$ cat config.mk
export PLATFORM = sky130hd
export DESIGN_NAME = fetch_unit
export DESIGN_NICKNAME = d
export VERILOG_FILES = /design/src/rtl/cpu_defs.sv /design/src/rtl/pc_counter.sv /design/src/rtl/fetch_unit.sv
export SDC_FILE = /design/constraint.sdc
export NUM_CORES = 1
export LEC_CHECK = 0
export CAP_MARGIN = 5
export CORE_MARGIN = 2
export CORE_UTILIZATION = 39
export DETAILED_ROUTE_END_ITERATION = 10
export PLACE_DENSITY_LB_ADDON = 0.12
export SYNTH_ARGS = -nofsm -noshare
export SYNTH_HDL_FRONTEND = slang
export SYNTH_SLANG_ARGS = --single-unit
$ cat constraint.sdc
create_clock -name clk -period 1.9 [get_ports clk]
set_input_delay 0.38 -clock clk [delete_from_list [all_inputs] [get_ports clk]]
set_output_delay 0.38 -clock clk [all_outputs]
set_load 0.02 [all_outputs]
$ cat src/rtl/cpu_defs.sv
// Shared CPU definitions: default datapath widths, memory depth and the
// fetch state encoding used by the fetch stage.
package cpu_defs;

  localparam int DEFAULT_ADDR_W = 4;
  localparam int DEFAULT_DATA_W = 8;
  localparam int RAM_DEPTH      = 16;

  typedef enum logic [1:0] {
    IDLE = 2'd0,
    READ = 2'd1,
    HOLD = 2'd2
  } fetch_state_e;

endpackage

$ cat src/rtl/pc_counter.sv
// Loadable program counter. Load wins over increment, and the wrap pulse
// is raised only by an increment that rolls the counter over to zero.
module pc_counter #(
  parameter int ADDR_W = cpu_defs::DEFAULT_ADDR_W
) (
  input  logic              clk,
  input  logic              reset,
  input  logic              inc,
  input  logic              load,
  input  logic [ADDR_W-1:0] load_val,
  output logic [ADDR_W-1:0] count,
  output logic              wrap
);

  // NOTE: sequential state uses non-blocking assignments so every flop
  // samples the pre-edge values, independent of statement order.
  always_ff @(posedge clk) begin
    if (reset) begin
      count <= '0;
      wrap  <= 1'b0;
    end else begin
      wrap <= 1'b0;
      if (load) begin
        count <= load_val;
      end else if (inc) begin
        count <= count + 1'b1;
        wrap  <= (count == {ADDR_W{1'b1}});
      end
    end
  end

endmodule

$ cat src/rtl/fetch_unit.sv
// Instruction fetch stage: PC, ram read sequencing with a programmable wait,
// instruction register and a valid/ready handoff to decode.
module fetch_unit
  import cpu_defs::*;
#(
  parameter int ADDR_W    = DEFAULT_ADDR_W,
  parameter int DATA_W    = DEFAULT_DATA_W,
  parameter int READ_WAIT = 1
) (
  input  logic              clk,
  input  logic              reset,
  input  logic              run,
  input  logic              jump_en,
  input  logic [ADDR_W-1:0] jump_addr,
  input  logic              ir_ready,
  input  logic [DATA_W-1:0] ram_data_out,
  output logic [ADDR_W-1:0] ram_address,
  output logic              ram_read_en,
  output logic              ram_write_en,
  output logic [DATA_W-1:0] ir,
  output logic              ir_valid,
  output logic [ADDR_W-1:0] pc,
  output logic              wrapped
);

  localparam int CNT_W = (READ_WAIT > 1) ? $clog2(READ_WAIT) : 1;
  localparam logic [CNT_W-1:0] CNT_RELOAD = CNT_W'(READ_WAIT - 1);

  fetch_state_e     state, state_next;
  logic [CNT_W-1:0] wait_cnt;

  logic pc_inc;
  logic pc_load;
  logic ir_load;
  logic valid_clr;
  logic cnt_load;
  logic cnt_dec;

  pc_counter #(.ADDR_W(ADDR_W)) u_pc (
    .clk      (clk),
    .reset    (reset),
    .inc      (pc_inc),
    .load     (pc_load),
    .load_val (jump_addr),
    .count    (pc),
    .wrap     (wrapped)
  );

  assign ram_address  = pc;
  assign ram_read_en  = (state == READ);
  assign ram_write_en = 1'b0;

  always_ff @(posedge clk) begin
    if (reset) state <= IDLE;
    else       state <= state_next;
  end

  // NOTE: every signal written here gets a default first, so no path can
  // leave one unassigned and infer a latch.
  always_comb begin
    state_next = state;
    pc_inc     = 1'b0;
    pc_load    = jump_en;
    ir_load    = 1'b0;
    valid_clr  = 1'b0;
    cnt_load   = 1'b0;
    cnt_dec    = 1'b0;

    unique case (state)
      IDLE: begin
        if (run) begin
          state_next = READ;
          cnt_load   = 1'b1;
        end
      end
      READ: begin
        if (jump_en) begin
          // Abandon the in-flight fetch; restart at the new PC if still running.
          state_next = run ? READ : IDLE;
          cnt_load   = 1'b1;
        end else if (wait_cnt == '0) begin
          ir_load    = 1'b1;
          pc_inc     = 1'b1;
          state_next = HOLD;
        end else begin
          cnt_dec = 1'b1;
        end
      end
      HOLD: begin
        if (ir_ready) begin
          valid_clr = 1'b1;
          if (run) begin
            state_next = READ;
            cnt_load   = 1'b1;
          end else begin
            state_next = IDLE;
          end
        end
      end
      default: state_next = IDLE;
    endcase
  end

  always_ff @(posedge clk) begin
    if (reset) begin
      ir       <= '0;
      ir_valid <= 1'b0;
      wait_cnt <= '0;
    end else begin
      if (ir_load) begin
        ir       <= ram_data_out;
        ir_valid <= 1'b1;
      end else if (valid_clr) begin
        ir_valid <= 1'b0;
      end

      if (cnt_load)     wait_cnt <= CNT_RELOAD;
      else if (cnt_dec) wait_cnt <= wait_cnt - 1'b1;
    end
  end

endmodule
==> flow_summary.ini <==
[cts]
cts_tree = done
htreeDepth = 1
cts_made_buffers = 3
cts_hold_buf = 0
clk_pin_slew_ns = 0.10
cts_root_buf = clkbuf_4
cts_buffer_depth = 2
clk_latency_ns = 0.29
cts.sinks = 17

[floorplan]
die_w_um = 48.1
initial_core_util_pct = 42.5
num_rows = 15
dieArea_um2 = 2310
fp.dieH_um = 48.1
ios = 37
design.core.area_um2 = 1780

[global_route]
grt_pass1_wl_um = 2570
antenna_found_initial = 0
grt-ovfl-total = 0
track_usage_pct = 16.0
grt_max_degree = 12
grt_pass1_vias = 615

[power_and_ir_drop]
netSwitchingPower_mw = 0.196
power_mw = 0.737
power_frac_comb_pct = 21.7
p_int_mw = 0.541
netSwitchingFraction_pct = 26.6
ir_drop_uv = 350
powerDensity_nw_per_um2 = 650
p_clk_share_pct = 25.9
power_frac_seq_pct = 52.4
power_leakage_nw = 0.427

[placed_design]
hpwlAfterDp_um = 1250
place_congestion = 0.671
pre_cts_slack_ns = 0.249
portBuffers = 35

[critical_path]
crit_buf_inv = 1
critPathMaxStageDelay_ns = 0.64
path_class = reg2out
endpoint_kind = output port
required_ns = 1.52
r2r_setup_slack_ns = 0.47
cp.arrival_ns = 1.35
worstPathMaxFanout = 6
start_kind = register
cp_slowest_cell = clkdlybuf4s50_1
crit_family = buffers and inverters
path_cells = clkdlybuf4s50_1

[timing]
finalSetupTns_ns = 0
skew_ns = 0.00235
hold_viol = 0
holdWs_ns = 0.462
layout_setup_ws_ns = 0.166
max_freq_mhz = 577
rsz0062_at_grt = no
min_period_ns = 1.73
maxSlewViolCount = 0
period_share_pct = 91.3
setup_viol = 0

[logic_synthesis]
syn_avg_cell_area_um2 = 8.62
syn-cell-area_um2 = 758
synth.net_count = 106
synth_top_area_share_pct = 44.9
ys_types = 31
yosysTopAreaCell = dfxtp_1
ys_seq_area_share_pct = 44.9
netlist_instances = 88
synth.area.top_cells = dfxtp_1, nand2_1, a21oi_1
ys_ff_latch = 17
synth_warnings = 0

[routing]
final_antenna_net_count = 0
routed_wirelength_um = 1610
routedWlPerCell_um = 11.0
vias = 686
drc_errors = 0
routed_via_density = 4.70
dr.pass1.iters = 4
first_iter_violations = 8

[finish]
syn_to_final_growth_pct = 49.5
antenna_cells = 0
drive_gt1_share_pct = 8.26
final_util_pct = 63.6
fin_nets = 140

[flow_run]
cap_violations = 0

[min_path]
min_path_type = reg2reg

[status]
status = finished clean
-- synthesized netlist by cell type, drive strengths merged --
library cell  instances
a2111oi               2
a211oi                1
a21oi                11
a22oi                 1
and4b                 1
buf                   7
clkbuf                2
conb                  1
dfxtp                17
ha                    1
inv                   2
mux2                  1
mux2i                 2
nand2                17
nand2b                2
nand3b                1
nand4                 1
nand4b                1
nor2                  7
nor2b                 2
nor3                  1
nor3b                 3
o21ai                 1
or3                   1
or3b                  1
xor2                  1
-- final timing paths --
check,start,to,cells past startpoint
worst min register to register,ir[5],ir[5],2
worst max register to register,state[1],ir[7],4
worst max-delay path,u_pc.count[2],pc[2],1
worst min-delay path,ir[5],ir[5],2
-- stage by stage --
stage	std cells	area [µm²]
3_5_place_dp	142	1110
5_1_grt	146	1130
2_1_floorplan	88	758
6_report	146	1130
4_1_cts	146	1130
3_3_place_gp	142	1110
-- cells in the final DEF, fill, tap and decap left out --
| master | n |
|---|---|
| clkdlybuf4s50_1 | 34 |
| nand2_1 | 17 |
| dfxtp_1 | 17 |
| a21oi_1 | 11 |
| nor2_1 | 7 |
| clkbuf_4 | 3 |
| buf_4 | 3 |
| nand2b_1 | 2 |
| mux2i_1 | 2 |
| nor3b_1 | 2 |
| nor2b_1 | 2 |
| inv_2 | 1 |
| or3_1 | 1 |
| nand3b_1 | 1 |
| nor3b_4 | 1 |
| xor2_1 | 1 |
| nor3_2 | 1 |
| nand4b_1 | 1 |
| o21ai_0 | 1 |
| a22oi_1 | 1 |
| nand4_1 | 1 |
| a2111oi_1 | 1 |
| inv_1 | 1 |
| a211oi_1 | 1 |
| and4b_1 | 1 |
| a2111oi_0 | 1 |
| mux2_1 | 1 |
| or3b_2 | 1 |
| ha_1 | 1 |
| conb_1 | 1 |
| clkbuf_1 | 1 |
| dlygate4sd2_1 | 1 |
-- metal layers --
layer  track usage, %  up-vias  wire length [µm]
met3             3.33        2                99
met1             21.2      301               728
met2             24.8       24               765
li1                 -      359                 -
met5                0        -                 0
met4             8.11        0                14
-- sequential cells by signal (all words and copies together) (netlist names) --
register,cells
ir,8
u_pc.count,4
state,2
ir_valid,1
u_pc.wrap,1
wait_cnt,1
-- what timing repair did --
action                     CTS  global route
setup endpoints to repair    1             0
gates resized for setup      1             0
buffers inserted             0             0
-- area by class of cell --
| cell class | count | area [µm²] |
|---|---|---|
| multi-input combinational | 60 | 357 |
| inverter | 2 | 7.51 |
| clock buffer | 4 | 26.3 |
| timing repair buffer | 38 | 372 |
| sequential | 17 | 340 |
| fill | 161 | 649 |
| tap | 25 | 31.3 |
-- worst register-to-register path: stages, from the launching register on --
cell and delay, ns:
dfxtp_1 0.37, nand2b_1 0.24, or3_1 0.51, nand2_1 0.14
a21oi_1 0.07
-- power by group through the flow --
stage,Clock (mW),Combinational (mW),Sequential (mW)
after CTS,0.203,0.162,0.387
after detailed placement,0,0.162,0.395
after floorplan,0,0.0699,0.409
after global placement,0,0.160,0.394
after global routing,0.219,0.175,0.390
final,0.191,0.160,0.386
-- logic make-up (layout without fill, tap and decap cells) --
| kind of cell | count (synthesis) | in the layout | synth area share [%] |
|---|---|---|---|
| other | 1 | 1 | 0.495 |
| AOI/OAI and AO/OA | 16 | 16 | 12.4 |
| muxes | 3 | 3 | 4.13 |
| buffers and inverters | 11 | 44 | 8.08 |
| and+or+nand+nor | 38 | 38 | 27.2 |
| adders and majority gates | 1 | 1 | 1.65 |
| xor gates and xnor gates | 1 | 1 | 1.16 |
| DFF | 17 | 17 | 44.9 |
Power figures use the tool's default switching activity.
